==> src/rtl/beta_pkg.sv <==
// Shared types for the beta pipeline sequencer: fetch sequencer state encoding.
package beta_pkg;

  typedef enum logic [2:0] {
    REQ   = 3'd0,
    START = 3'd1,
    BUSY  = 3'd2,
    HOLD  = 3'd3,
    FLUSH = 3'd4
  } pcu_fetch_state_t;

endpackage

==> src/rtl/beta_pcu_scoreboard.sv <==
// Register scoreboard tracking outstanding multi-cycle writes; reports RAW source hits,
// WAW conflicts on the decode destination and a full indication.
module beta_pcu_scoreboard
  import beta_pkg::*;
#(
  parameter int RegAddrWidth = 5,
  parameter int MaxPending   = 4
) (
  input  logic                    clk_i,
  input  logic                    rst_i,
  input  logic [RegAddrWidth-1:0] rs1_i,
  input  logic [RegAddrWidth-1:0] rs2_i,
  input  logic [1:0]              rs_used_i,
  input  logic [RegAddrWidth-1:0] rd_i,
  input  logic                    wreq_i,
  input  logic                    multi_cycle_i,
  input  logic                    issue_i,
  input  logic                    wb_valid_i,
  input  logic [RegAddrWidth-1:0] wb_rd_i,
  output logic [1:0]              src_o,
  output logic                    waw_o,
  output logic                    full_o
);

  localparam int RegNum = 1 << RegAddrWidth;
  localparam int CntW   = $clog2(MaxPending + 1);

  logic [RegNum-1:0] pending_q, pending_d;
  logic [CntW-1:0]   count_q, count_d;
  logic [RegNum-1:0] set_mask_s, clr_mask_s;
  logic              set_en_s, clr_en_s, set_new_s;

  always_comb begin
    set_en_s   = issue_i & wreq_i & multi_cycle_i & (rd_i != '0);
    clr_en_s   = wb_valid_i & pending_q[wb_rd_i];
    set_mask_s = '0;
    clr_mask_s = '0;
    if (set_en_s) set_mask_s[rd_i] = 1'b1;
    else          set_mask_s = '0;
    if (clr_en_s) clr_mask_s[wb_rd_i] = 1'b1;
    else          clr_mask_s = '0;
    // A set only adds to the count if the bit is not already held after this cycle's clear.
    set_new_s    = set_en_s & (~pending_q[rd_i] | clr_mask_s[rd_i]);
    pending_d    = (pending_q & ~clr_mask_s) | set_mask_s;
    pending_d[0] = 1'b0;
    count_d      = count_q + CntW'(set_new_s) - CntW'(clr_en_s);
  end

  always_ff @(posedge clk_i) begin
    if (rst_i) begin
      pending_q <= '0;
      count_q   <= '0;
    end else begin
      pending_q <= pending_d;
      count_q   <= count_d;
    end
  end

  always_comb begin
    src_o  = {rs_used_i[1] & pending_q[rs2_i], rs_used_i[0] & pending_q[rs1_i]};
    waw_o  = wreq_i & multi_cycle_i & pending_q[rd_i];
    full_o = (count_q == CntW'(MaxPending));
  end

endmodule

==> src/rtl/beta_pipeline_sequencer.sv <==
// Pipeline control for an N-stage in-order pipeline: boundary stall/flush generation,
// single-outstanding fetch sequencer and multi-cycle write scoreboard.
module beta_pipeline_sequencer
  import beta_pkg::*;
#(
  parameter int StageNum     = 3,
  parameter int RegAddrWidth = 5,
  parameter int MaxPending   = 4
) (
  input  logic                    clk_i,
  input  logic                    rst_i,
  input  logic [StageNum-1:0]     stage_busy_i,
  output logic                    fetch_en_o,
  output logic [StageNum-2:0]     pip_stall_o,
  output logic [StageNum-2:0]     pip_flush_o,
  input  logic [RegAddrWidth-1:0] dec_rs1_i,
  input  logic [RegAddrWidth-1:0] dec_rs2_i,
  input  logic [1:0]              dec_rs_used_i,
  input  logic [RegAddrWidth-1:0] dec_rd_i,
  input  logic                    dec_wreq_i,
  input  logic                    dec_multi_cycle_i,
  input  logic                    dec_issue_i,
  input  logic                    wb_valid_i,
  input  logic [RegAddrWidth-1:0] wb_rd_i,
  input  logic                    bju_taken_i,
  output logic                    data_hazard_flag_o,
  output logic [1:0]              data_hazard_src_o,
  output logic                    ctrl_hazard_flag_o,
  output logic                    pending_full_o
);

  pcu_fetch_state_t      state_q, state_d;
  logic                  inflight_q, inflight_d;
  logic                  busy0_q, busy0_d;
  logic                  waw_s, hold_dec_s, busy0_fall_s;
  logic [StageNum-2:0]   stall_s, flush_s;

  beta_pcu_scoreboard #(
    .RegAddrWidth (RegAddrWidth),
    .MaxPending   (MaxPending)
  ) u_scoreboard (
    .clk_i         (clk_i),
    .rst_i         (rst_i),
    .rs1_i         (dec_rs1_i),
    .rs2_i         (dec_rs2_i),
    .rs_used_i     (dec_rs_used_i),
    .rd_i          (dec_rd_i),
    .wreq_i        (dec_wreq_i),
    .multi_cycle_i (dec_multi_cycle_i),
    .issue_i       (dec_issue_i),
    .wb_valid_i    (wb_valid_i),
    .wb_rd_i       (wb_rd_i),
    .src_o         (data_hazard_src_o),
    .waw_o         (waw_s),
    .full_o        (pending_full_o)
  );

  always_comb begin
    hold_dec_s = (|data_hazard_src_o) | waw_s |
                 (pending_full_o & dec_wreq_i & dec_multi_cycle_i);
    data_hazard_flag_o = hold_dec_s;
    ctrl_hazard_flag_o = bju_taken_i;
  end

  // Stall ripples backwards from execute; decode hazards hold every boundary before decode->execute.
  always_comb begin
    stall_s = '0;
    stall_s[StageNum-2] = stage_busy_i[StageNum-1];
    for (int k = StageNum - 3; k >= 0; k--) begin
      stall_s[k] = stage_busy_i[k+1] | stall_s[k+1] | hold_dec_s;
    end
    flush_s = '0;
    if (rst_i || bju_taken_i) begin
      flush_s = '1;
    end else begin
      flush_s[StageNum-2] = hold_dec_s & ~stage_busy_i[StageNum-1];
      flush_s[0]          = flush_s[0] | (state_q == FLUSH);
    end
    if (rst_i) pip_stall_o = '0;
    else       pip_stall_o = stall_s;
    pip_flush_o = flush_s;
  end

  always_ff @(posedge clk_i) begin
    if (rst_i) begin
      state_q    <= REQ;
      inflight_q <= 1'b0;
      busy0_q    <= 1'b0;
    end else begin
      state_q    <= state_d;
      inflight_q <= inflight_d;
      busy0_q    <= busy0_d;
    end
  end

  // A fetch stays in flight until its busy falls; FLUSH may leave in that same cycle.
  always_comb begin
    busy0_d      = stage_busy_i[0];
    busy0_fall_s = busy0_q & ~stage_busy_i[0];
    if (fetch_en_o)        inflight_d = 1'b1;
    else if (busy0_fall_s) inflight_d = 1'b0;
    else                   inflight_d = inflight_q;
    state_d = state_q;
    if (bju_taken_i) begin
      state_d = FLUSH;
    end else begin
      case (state_q)
        REQ:     state_d = START;
        START:   state_d = stage_busy_i[0] ? BUSY : START;
        BUSY:    state_d = stage_busy_i[0] ? BUSY : (stall_s[0] ? HOLD : REQ);
        HOLD:    state_d = stall_s[0] ? HOLD : REQ;
        FLUSH:   state_d = (inflight_q & ~busy0_fall_s) ? FLUSH : REQ;
        default: state_d = REQ;
      endcase
    end
  end

  always_comb begin
    fetch_en_o = (state_q == REQ) & ~rst_i;
  end

endmodule

==> config.mk <==
export PLATFORM = sky130hd
export DESIGN_NAME = beta_pipeline_sequencer
export DESIGN_NICKNAME = d
export VERILOG_FILES = /design/src/rtl/beta_pkg.sv /design/src/rtl/beta_pcu_scoreboard.sv /design/src/rtl/beta_pipeline_sequencer.sv
export SDC_FILE = /design/constraint.sdc
export NUM_CORES = 1
export LEC_CHECK = 0
export CORE_MARGIN = 5
export CORE_UTILIZATION = 57
export CTS_CLUSTER_DIAMETER = 150
export DETAILED_ROUTE_END_ITERATION = 16
export PLACE_DENSITY = 0.82
export SETUP_SLACK_MARGIN = 0.3
export SKIP_CTS_REPAIR_TIMING = 1
export SYNTH_ARGS = -nofsm -noshare
export SYNTH_HDL_FRONTEND = slang
export SYNTH_HIERARCHICAL = 1
export SYNTH_SLANG_ARGS = --single-unit
==> constraint.sdc <==
create_clock -name clk_i -period 3.7 [get_ports clk_i]
set_input_delay 0.74 -clock clk_i [delete_from_list [all_inputs] [get_ports clk_i]]
set_output_delay 0.74 -clock clk_i [all_outputs]
set_load 0.02 [all_outputs]
==> results.cfg, run 1 <==
[drt]
firstDrtPassIters = 5
drc = 0
vias = 3548
wirelength_um = 11400
drt_first_iter_violations = 417
ant_nets = 0
wire_per_inst_um = 21.8
vias_per_cell = 6.80

[logic_synthesis]
synth_cell_types = 55
syn_area_sq_um = 3400
yosysSeqAreaShare_pct = 23.0
yosysMostFrequentCell = nor2_1
synth_top_area_share_pct = 23.0
synthTopCellsByCount = nor2_1, nor3_1, dfxtp_1
yosysTopAreaCell = dfxtp_1
ys_seq_elements = 39
syn_inst = 363
synth_edf_count = 0
syn_nets = 398
synth_area_leaders = dfxtp_1, mux4_2, a211oi_2
async_reset_ff_share_pct = 0
synth_ff_type = dfxtp_1
avgSynthCellArea_sq_um = 9.36
yosysWarningCount = 6

[pwr]
switching_share_pct = 31.0
p_sw_uw = 338
leakage_uw = 0.00173
power_frac_seq_pct = 40.7
irDropWorstVdd_mv = 0.233
power_density_nw_per_um2 = 241
pwr-share-clk_pct = 29.1
p_int_uw = 751
p_comb_share_pct = 30.2
power.total_uw = 1090

[sta]
finClkSkew_ps = 7.26
min_period_ps = 3550
fin_crit_sh_pct = 96.1
grt_setup_unrepaired = true
drv_slew = 0
setup_ws_ps = 145
hold-worst-slack_ps = 497
tightestPinTransition_ps = 619
hold_viol_final = 0
maxSlewHeadroom_pct = 58.6
max_freq_mhz = 281
finalSetupViolCount = 0

[worst_setup_path]
path_buf_inv = 4
cp-start-kind = input pin
crit_chain = buf_6 > buf_12 > mux4_2 > mux4_2 > nand3b_1 > nand2_2 > nor4_4 > buf_4 > a21oi_2 > buf_4
path_max_fanout = 8
cp_top_family = multiplexers
worstSetupPathType = input pin to primary output
slowest_stage = mux4_2
critPathMaxStageDelay_ps = 510
required_ps = 2960
arrival_ps = 2810
end_kind = primary output

[floorplan]
io_pins = 42
die_y_um = 87.2
fp.dieW_um = 87.2
initial_core_util_pct = 58.1
rows = 28
core_area_sq_um = 5850
die_area_sq_um = 7600

[cts]
clk_pin_slew_worst_paths_ps = 80
clk_latency_ps = 290
clkSinkCount = 39
clockBufferDepth = 2
cts_root_buf = clkbuf_8
cts_tree = yes
ctsHtreeMaxLevel = 2
cts_inserted_buffers = 5

[global_route]
overflow = 0
grt_usage_pct = 27.1
grt_pass1_vias = 3129
antenna_found_initial = 0
grt_first_pass_wirelength_um = 15900
grt_max_degree = 36

[layout]
n_fill_cell = 375
drive_gt1_share_pct = 38.9
final_nets = 481
area_growth_pct = 33.2
fin_area_sq_um = 4520
n_antenna_cell = 0
final_core_util_pct = 77.3

[job]
maxCapViolations = 0

[placed_design]
post-place-ws_ps = -621
numPortBuffers = 41
place.gp.congestion = 1.00
dp_hpwl_um = 7450
place_area_sq_um = 4030

[run_status]
outcome = finished, final reports clean

[hold_path]
hp-class = register to register
## cell type report
class	count	area, sq um	area share [%]
multi-input combinational	289	2510	55.5
timing repair buffer	106	1020	22.6
sequential	39	781	17.3
tap	75	93.8	2.07
clock buffer	7	86.3	1.91
inverter	5	18.8	0.415
clock inverter	1	8.76	0.194
## logic make-up (layout without fill, tap and decap cells)
family / after synthesis / in the layout / share of synthesized area, %
DFF: 39 / 39 / 23.0
muxes: 46 / 46 / 22.8
xor gates and xnor gates: 6 / 6 / 1.55
buffers and inverters: 35 / 119 / 7.96
AOI/OAI and AO/OA: 66 / 66 / 18.3
and+or+nand+nor: 168 / 168 / 25.1
adders and majority gates: 3 / 3 / 1.33
## path summary, 6_finish.rpt
check                            end                        from  depth (start not counted)  slack [ps]
max                   pip_stall_o[0]                dec_rs2_i[0]                         10         150
min reg2reg               inflight_q                  inflight_q                          1         500
max reg2reg  u_scoreboard/count_q[2]  u_scoreboard/pending_q[11]                         13         700
min                       inflight_q                  inflight_q                          1         500
## worst reg2reg max path, cell delays in order, from the launching register on
cell and delay (ps):
dfxtp_1 370, mux4_2 490, nor2b_1 200, nor4_1 110, nor3_2 240, buf_4 160, a22oi_2 70, ha_1 290
inv_1 40, ha_2 170, fa_2 370, xnor2_2 140, xnor2_1 160, nor2_1 50
## per-stage QoR
step           instances  setup TNS (ps)
2_1_floorplan        363               0
5_1_grt              522               0
4_1_cts              497           -2320
3_3_place_gp         489           -2540
3_5_place_dp         489           -2720
6_report             522               0
## power by group through the flow
stage / clock network [uW] / registers (uW) / logic, uW
after CTS: 325 / 441 / 281
after global routing: 339 / 444 / 349
after floorplan: 0 / 448 / 173
after detailed placement: 0 / 451 / 280
after global placement: 0 / 450 / 277
final: 317 / 443 / 329
## placed cells by master, fill, tap and decap left out, types with 3 or more instances in the layout
cell type	n
a21oi_2	9
clkbuf_8	6
inv_1	4
o22ai_2	3
mux4_2	25
nor4_1	3
dlymetal6s2s_1	12
buf_12	5
mux2i_1	19
nor2_1	59
nor2b_1	7
a211oi_1	3
nand3_1	8
clkdlybuf4s50_1	22
nand2b_1	8
o21ai_2	3
or3b_4	3
o21bai_1	7
dfxtp_1	39
nor3_1	38
nand2_1	12
buf_6	11
nand3b_1	5
xnor2_1	4
a211oi_2	23
buf_4	52
## state kept, by name (all words and copies together) (netlist names)
| register | flops |
|---|---|
| state_q | 3 |
| inflight_q | 1 |
| u_scoreboard/count_q | 3 |
| busy0_q | 1 |
| u_scoreboard/pending_q | 31 |
## metal layers
metal	vias up	share of wire, %	track usage [%]
met5	-	0	0
met4	0	5.8	10.6
met3	75	13	7.57
met2	308	45	42.2
met1	1634	36	35.5
li1	1531	-	-
(Power assumes the default switching activity.)
==> inputs of run 2 (changes only) <==
Settings changed: MAX_ROUTING_LAYER set to met4.
==> run 2 against run 1 <==
Clock power decreased by 7.3%. Sequential power about the same. Sequential share of layout area increased by 0.072 points. First-iteration DRC count increased by 60%. Via count decreased by 0.45%. Flip-flop and latch count unchanged. Setup slack got worse by 36 ps.
==> results.cfg, run 2 (synthesis gave the netlist of run 1 again) <==
[run_status]
outcome = finished, final reports clean

[worst_setup_path]
cp-start-kind = input pin
worstSetupPathType = input pin to primary output
arrival_ps = 2850
required_ps = 2960
r2r-end = u_scoreboard/count_q[2]
rrSetupSlack_ps = 450
end_kind = primary output
critPathMaxStageDelay_ps = 520
slowest_stage = mux4_2
cp_top_family = multiplexers
r2r-start = u_scoreboard/pending_q[26]
path_buf_inv = 4
path_max_fanout = 8
crit_chain = buf_8 > buf_12 > mux4_2 > mux4_2 > nand3b_1 > nand2_2 > nor4_4 > buf_4 > a21oi_2 > buf_4
r2r_cells = 13

[sta]
grt_setup_unrepaired = true
min_period_ps = 3590
setup_tns_ps = 0
hold_viol_final = 0
tightestPinTransition_ps = 594
hold-worst-slack_ps = 524
finalSetupViolCount = 0
drv_slew = 0
fin_crit_sh_pct = 97.0
finClkSkew_ps = 9.47
max_freq_mhz = 279
maxSlewHeadroom_pct = 60.3

[drt]
ant_nets = 0
vias_per_cell = 6.73
vias = 3532
drc = 0
wirelength_um = 11600
wire_per_inst_um = 22.0
firstDrtPassIters = 7
drt_first_iter_violations = 666

[layout]
n_antenna_cell = 0
reg_top3 = u_scoreboard/pending_q (31), state_q (3), u_scoreboard/count_q (3)
largest_reg_flops = 31
final_nets = 484
top_register = u_scoreboard/pending_q
final_core_util_pct = 77.0
area_growth_pct = 32.6
fin_area_sq_um = 4510
final_cell_mix = nor2_1, buf_4, dfxtp_1, nor3_1, mux4_2
drive_gt1_share_pct = 37.3
layout_commonest_cell = nor2_1
n_fill_cell = 394

[placed_design]
numPortBuffers = 41
dp_hpwl_um = 7660
place.gp.congestion = 0.995
place_area_sq_um = 4040

[floorplan]
rows = 28
die_area_sq_um = 7600
initial_core_util_pct = 58.1
fp.dieW_um = 87.2
die_y_um = 87.2
core_area_sq_um = 5850
io_pins = 42

[global_route]
grt_pass1_vias = 3154
grt_usage_pct = 28.3
grt_max_degree = 36
grt_first_pass_wirelength_um = 16100
antenna_found_initial = 0
overflow = 0

[cts]
cts_tree = yes
ctsHtreeMaxLevel = 2
clk_pin_slew_worst_paths_ps = 80
cts_inserted_buffers = 5
clk_latency_ps = 300
clkSinkCount = 39
cts_root_buf = clkbuf_8
clockBufferDepth = 2

[job]
maxCapViolations = 0

[hold_path]
hold_depth = 1
hp-class = register to register
min_to = inflight_q
min_from = inflight_q

[pwr]
leakage_uw = 0.00173
irDropWorstVdd_mv = 0.205
power_density_nw_per_um2 = 238
==> run 2: layout make-up <==
cell class	count	area (sq um)	share of cell area [%]
Clock inverter	2	12.5	0.278
Sequential cell	39	781	17.3
Clock buffer	6	72.6	1.61
Multi-Input combinational cell	289	2460	54.5
Tap cell	75	93.8	2.08
Timing Repair Buffer	109	1070	23.7
Inverter	5	18.8	0.417
==> run 2: worst max-delay path by stage <==
stage / slack [ps] / endpoint / startpoint / cells past startpoint
finish: 110 / pip_stall_o[0] / dec_rs2_i[0] / 10
global route: -8 / pip_stall_o[0] / dec_rs2_i[0] / 10
CTS: -670 / pip_stall_o[0] / dec_rd_i[0] / 10
detailed placement: -650 / pip_stall_o[0] / dec_rd_i[0] / 10
global placement: -660 / pip_stall_o[0] / dec_rd_i[0] / 10
floorplan: 330 / u_scoreboard/count_q[2] / dec_rd_i[0] / 13
==> run 2: report_power, final <==
part	internal, uW	switching, uW
Combinational	171	165
Clock	132	162
Sequential	432	11.3
==> run 2: stage by stage <==
| stage | power (uW) | cells | worst slack, ps |
|---|---|---|---|
| 4_1_cts | 1020 | 498 | -667 |
| 3_3_place_gp | 727 | 490 | -657 |
| 2_1_floorplan | 622 | 363 | 327 |
| 6_report | 1070 | 525 | 110 |
| 3_5_place_dp | 734 | 490 | -654 |
| 5_1_grt | 1110 | 525 | -8.00 |
==> run 2: routing by layer <==
| metal | part of all wire (%) | vias to the layer above | wire, um | track usage (%) |
|---|---|---|---|---|
| li1 | - | 1543 | - | - |
| met3 | 13 | 69 | 1500 | 6.34 |
| met1 | 37 | 1624 | 4330 | 35.7 |
| met2 | 44 | 296 | 5100 | 42.9 |
| met4 | 5.5 | 0 | 641 | 13.5 |
| met5 | 0 | - | 0 | - |
==> inputs of run 3 (changes only) <==
Settings changed: PLACE_DENSITY 0.82 to 0.87.
==> run 3 against run 2 <==
Global-route usage is 1.5 points higher. Hold slack got worse by 16 ps. Register-to-register slack better by 340 ps. Final area down 2.7%. Setup slack improved by 65 ps. Cell count decreased by 1.9%. Combinational power fell by 7.5%. Routed wire length shrank 3.6%. Maximum frequency increased by 1.8%. Largest cell class unchanged. Largest power group unchanged.
==> results.cfg, run 3 (synthesis gave the netlist of run 1 again) <==
[run_status]
outcome = finished, final reports clean

[floorplan]
core_area_sq_um = 5850
io_pins = 42
initial_core_util_pct = 58.1
fp.dieW_um = 87.2
die_area_sq_um = 7600
rows = 28
die_y_um = 87.2

[drt]
wirelength_um = 11200
firstDrtPassIters = 6
vias = 3463
wire_per_inst_um = 21.7
drt_first_iter_violations = 525
ant_nets = 0
vias_per_cell = 6.72
drc = 0

[cts]
cts_tree = yes
clk_latency_ps = 300
clkSinkCount = 39
clk_pin_slew_worst_paths_ps = 80
cts_root_buf = clkbuf_8
cts_inserted_buffers = 5
ctsHtreeMaxLevel = 2
clockBufferDepth = 2

[sta]
finClkSkew_ps = 4.45
max_freq_mhz = 284
tightestPinTransition_ps = 500
setup_tns_ps = 0
fin_crit_sh_pct = 95.3
grt_setup_unrepaired = true
min_period_ps = 3530
hold-worst-slack_ps = 508
maxSlewHeadroom_pct = 66.7
hold_viol_final = 0
drv_slew = 0
finalSetupViolCount = 0

[worst_setup_path]
cp_top_family = multiplexers
crit_chain = buf_6 > buf_12 > mux4_2 > mux4_2 > nand3b_1 > nand2_2 > nor4_4 > buf_4 > o21ai_2 > buf_6
required_ps = 2960
path_buf_inv = 4
cp-start-kind = input pin
path_max_fanout = 8
critPathMaxStageDelay_ps = 520
slowest_stage = mux4_2
arrival_ps = 2790
end_kind = primary output
worstSetupPathType = input pin to primary output

[layout]
instances_no_fill = 515
area_growth_pct = 29.0
drive_gt1_share_pct = 34.1
top_register = u_scoreboard/pending_q
reg_top3 = u_scoreboard/pending_q (31), state_q (3), u_scoreboard/count_q (3)
final_nets = 474
largest_reg_flops = 31
final_cell_mix = nor2_1, buf_4, dfxtp_1
layout_commonest_cell = nor2_1
fin_area_sq_um = 4380
n_antenna_cell = 0

[global_route]
overflow = 0
grt_max_degree = 39
grt_usage_pct = 29.8
antenna_found_initial = 0
grt_first_pass_wirelength_um = 16800
grt_pass1_vias = 3163

[job]
maxCapViolations = 0

[placed_design]
dp_hpwl_um = 7890
place_area_sq_um = 4050
dp.cells = 493
numPortBuffers = 41
place.gp.congestion = 1.02

[hold_path]
hp-class = register to register

[pwr]
leakage_uw = 0.00167
power_density_nw_per_um2 = 238
irDropWorstVdd_mv = 0.204
## run 3: area by class of cell
type	count	area, sq um
multi-input combinational	289	2420
fill	407	1470
timing repair buffer	99	978
sequential	39	781
tap	75	93.8
clock buffer	6	72.6
inverter	5	18.8
clock inverter	2	12.5
## run 3: through the flow
stage / setup WS [ps] / util (%) / total power, uW
6_report: 175 / 74.9 / 1040
5_1_grt: 74.4 / 74.9 / 1080
4_1_cts: -617 / 70.6 / 1010
3_5_place_dp: -603 / 69.2 / 728
3_3_place_gp: -551 / 69.2 / 722
2_1_floorplan: 327 / - / 622
## run 3: where the power goes
group / switching, uW / internal, uW
Sequential: 12.3 / 432
Combinational: 150 / 159
Clock: 158 / 132
## run 3: path summary, 6_finish.rpt
kind | slack (ps) | end | cells past startpoint | startpoint
min reg2reg | 510 | inflight_q | 1 | inflight_q
max reg2reg | 790 | u_scoreboard/count_q[2] | 13 | u_scoreboard/pending_q[26]
min | 510 | inflight_q | 1 | inflight_q
max | 170 | pip_flush_o[1] | 10 | dec_rs2_i[0]
## run 3: per-layer routing
metal | track usage (%) | up-vias | wire length [um]
met4 | 11.7 | 0 | 667
met5 | - | - | 0
met1 | 38.7 | 1603 | 4240
met3 | 6.81 | 67 | 1430
li1 | - | 1529 | -
met2 | 45.1 | 264 | 4820
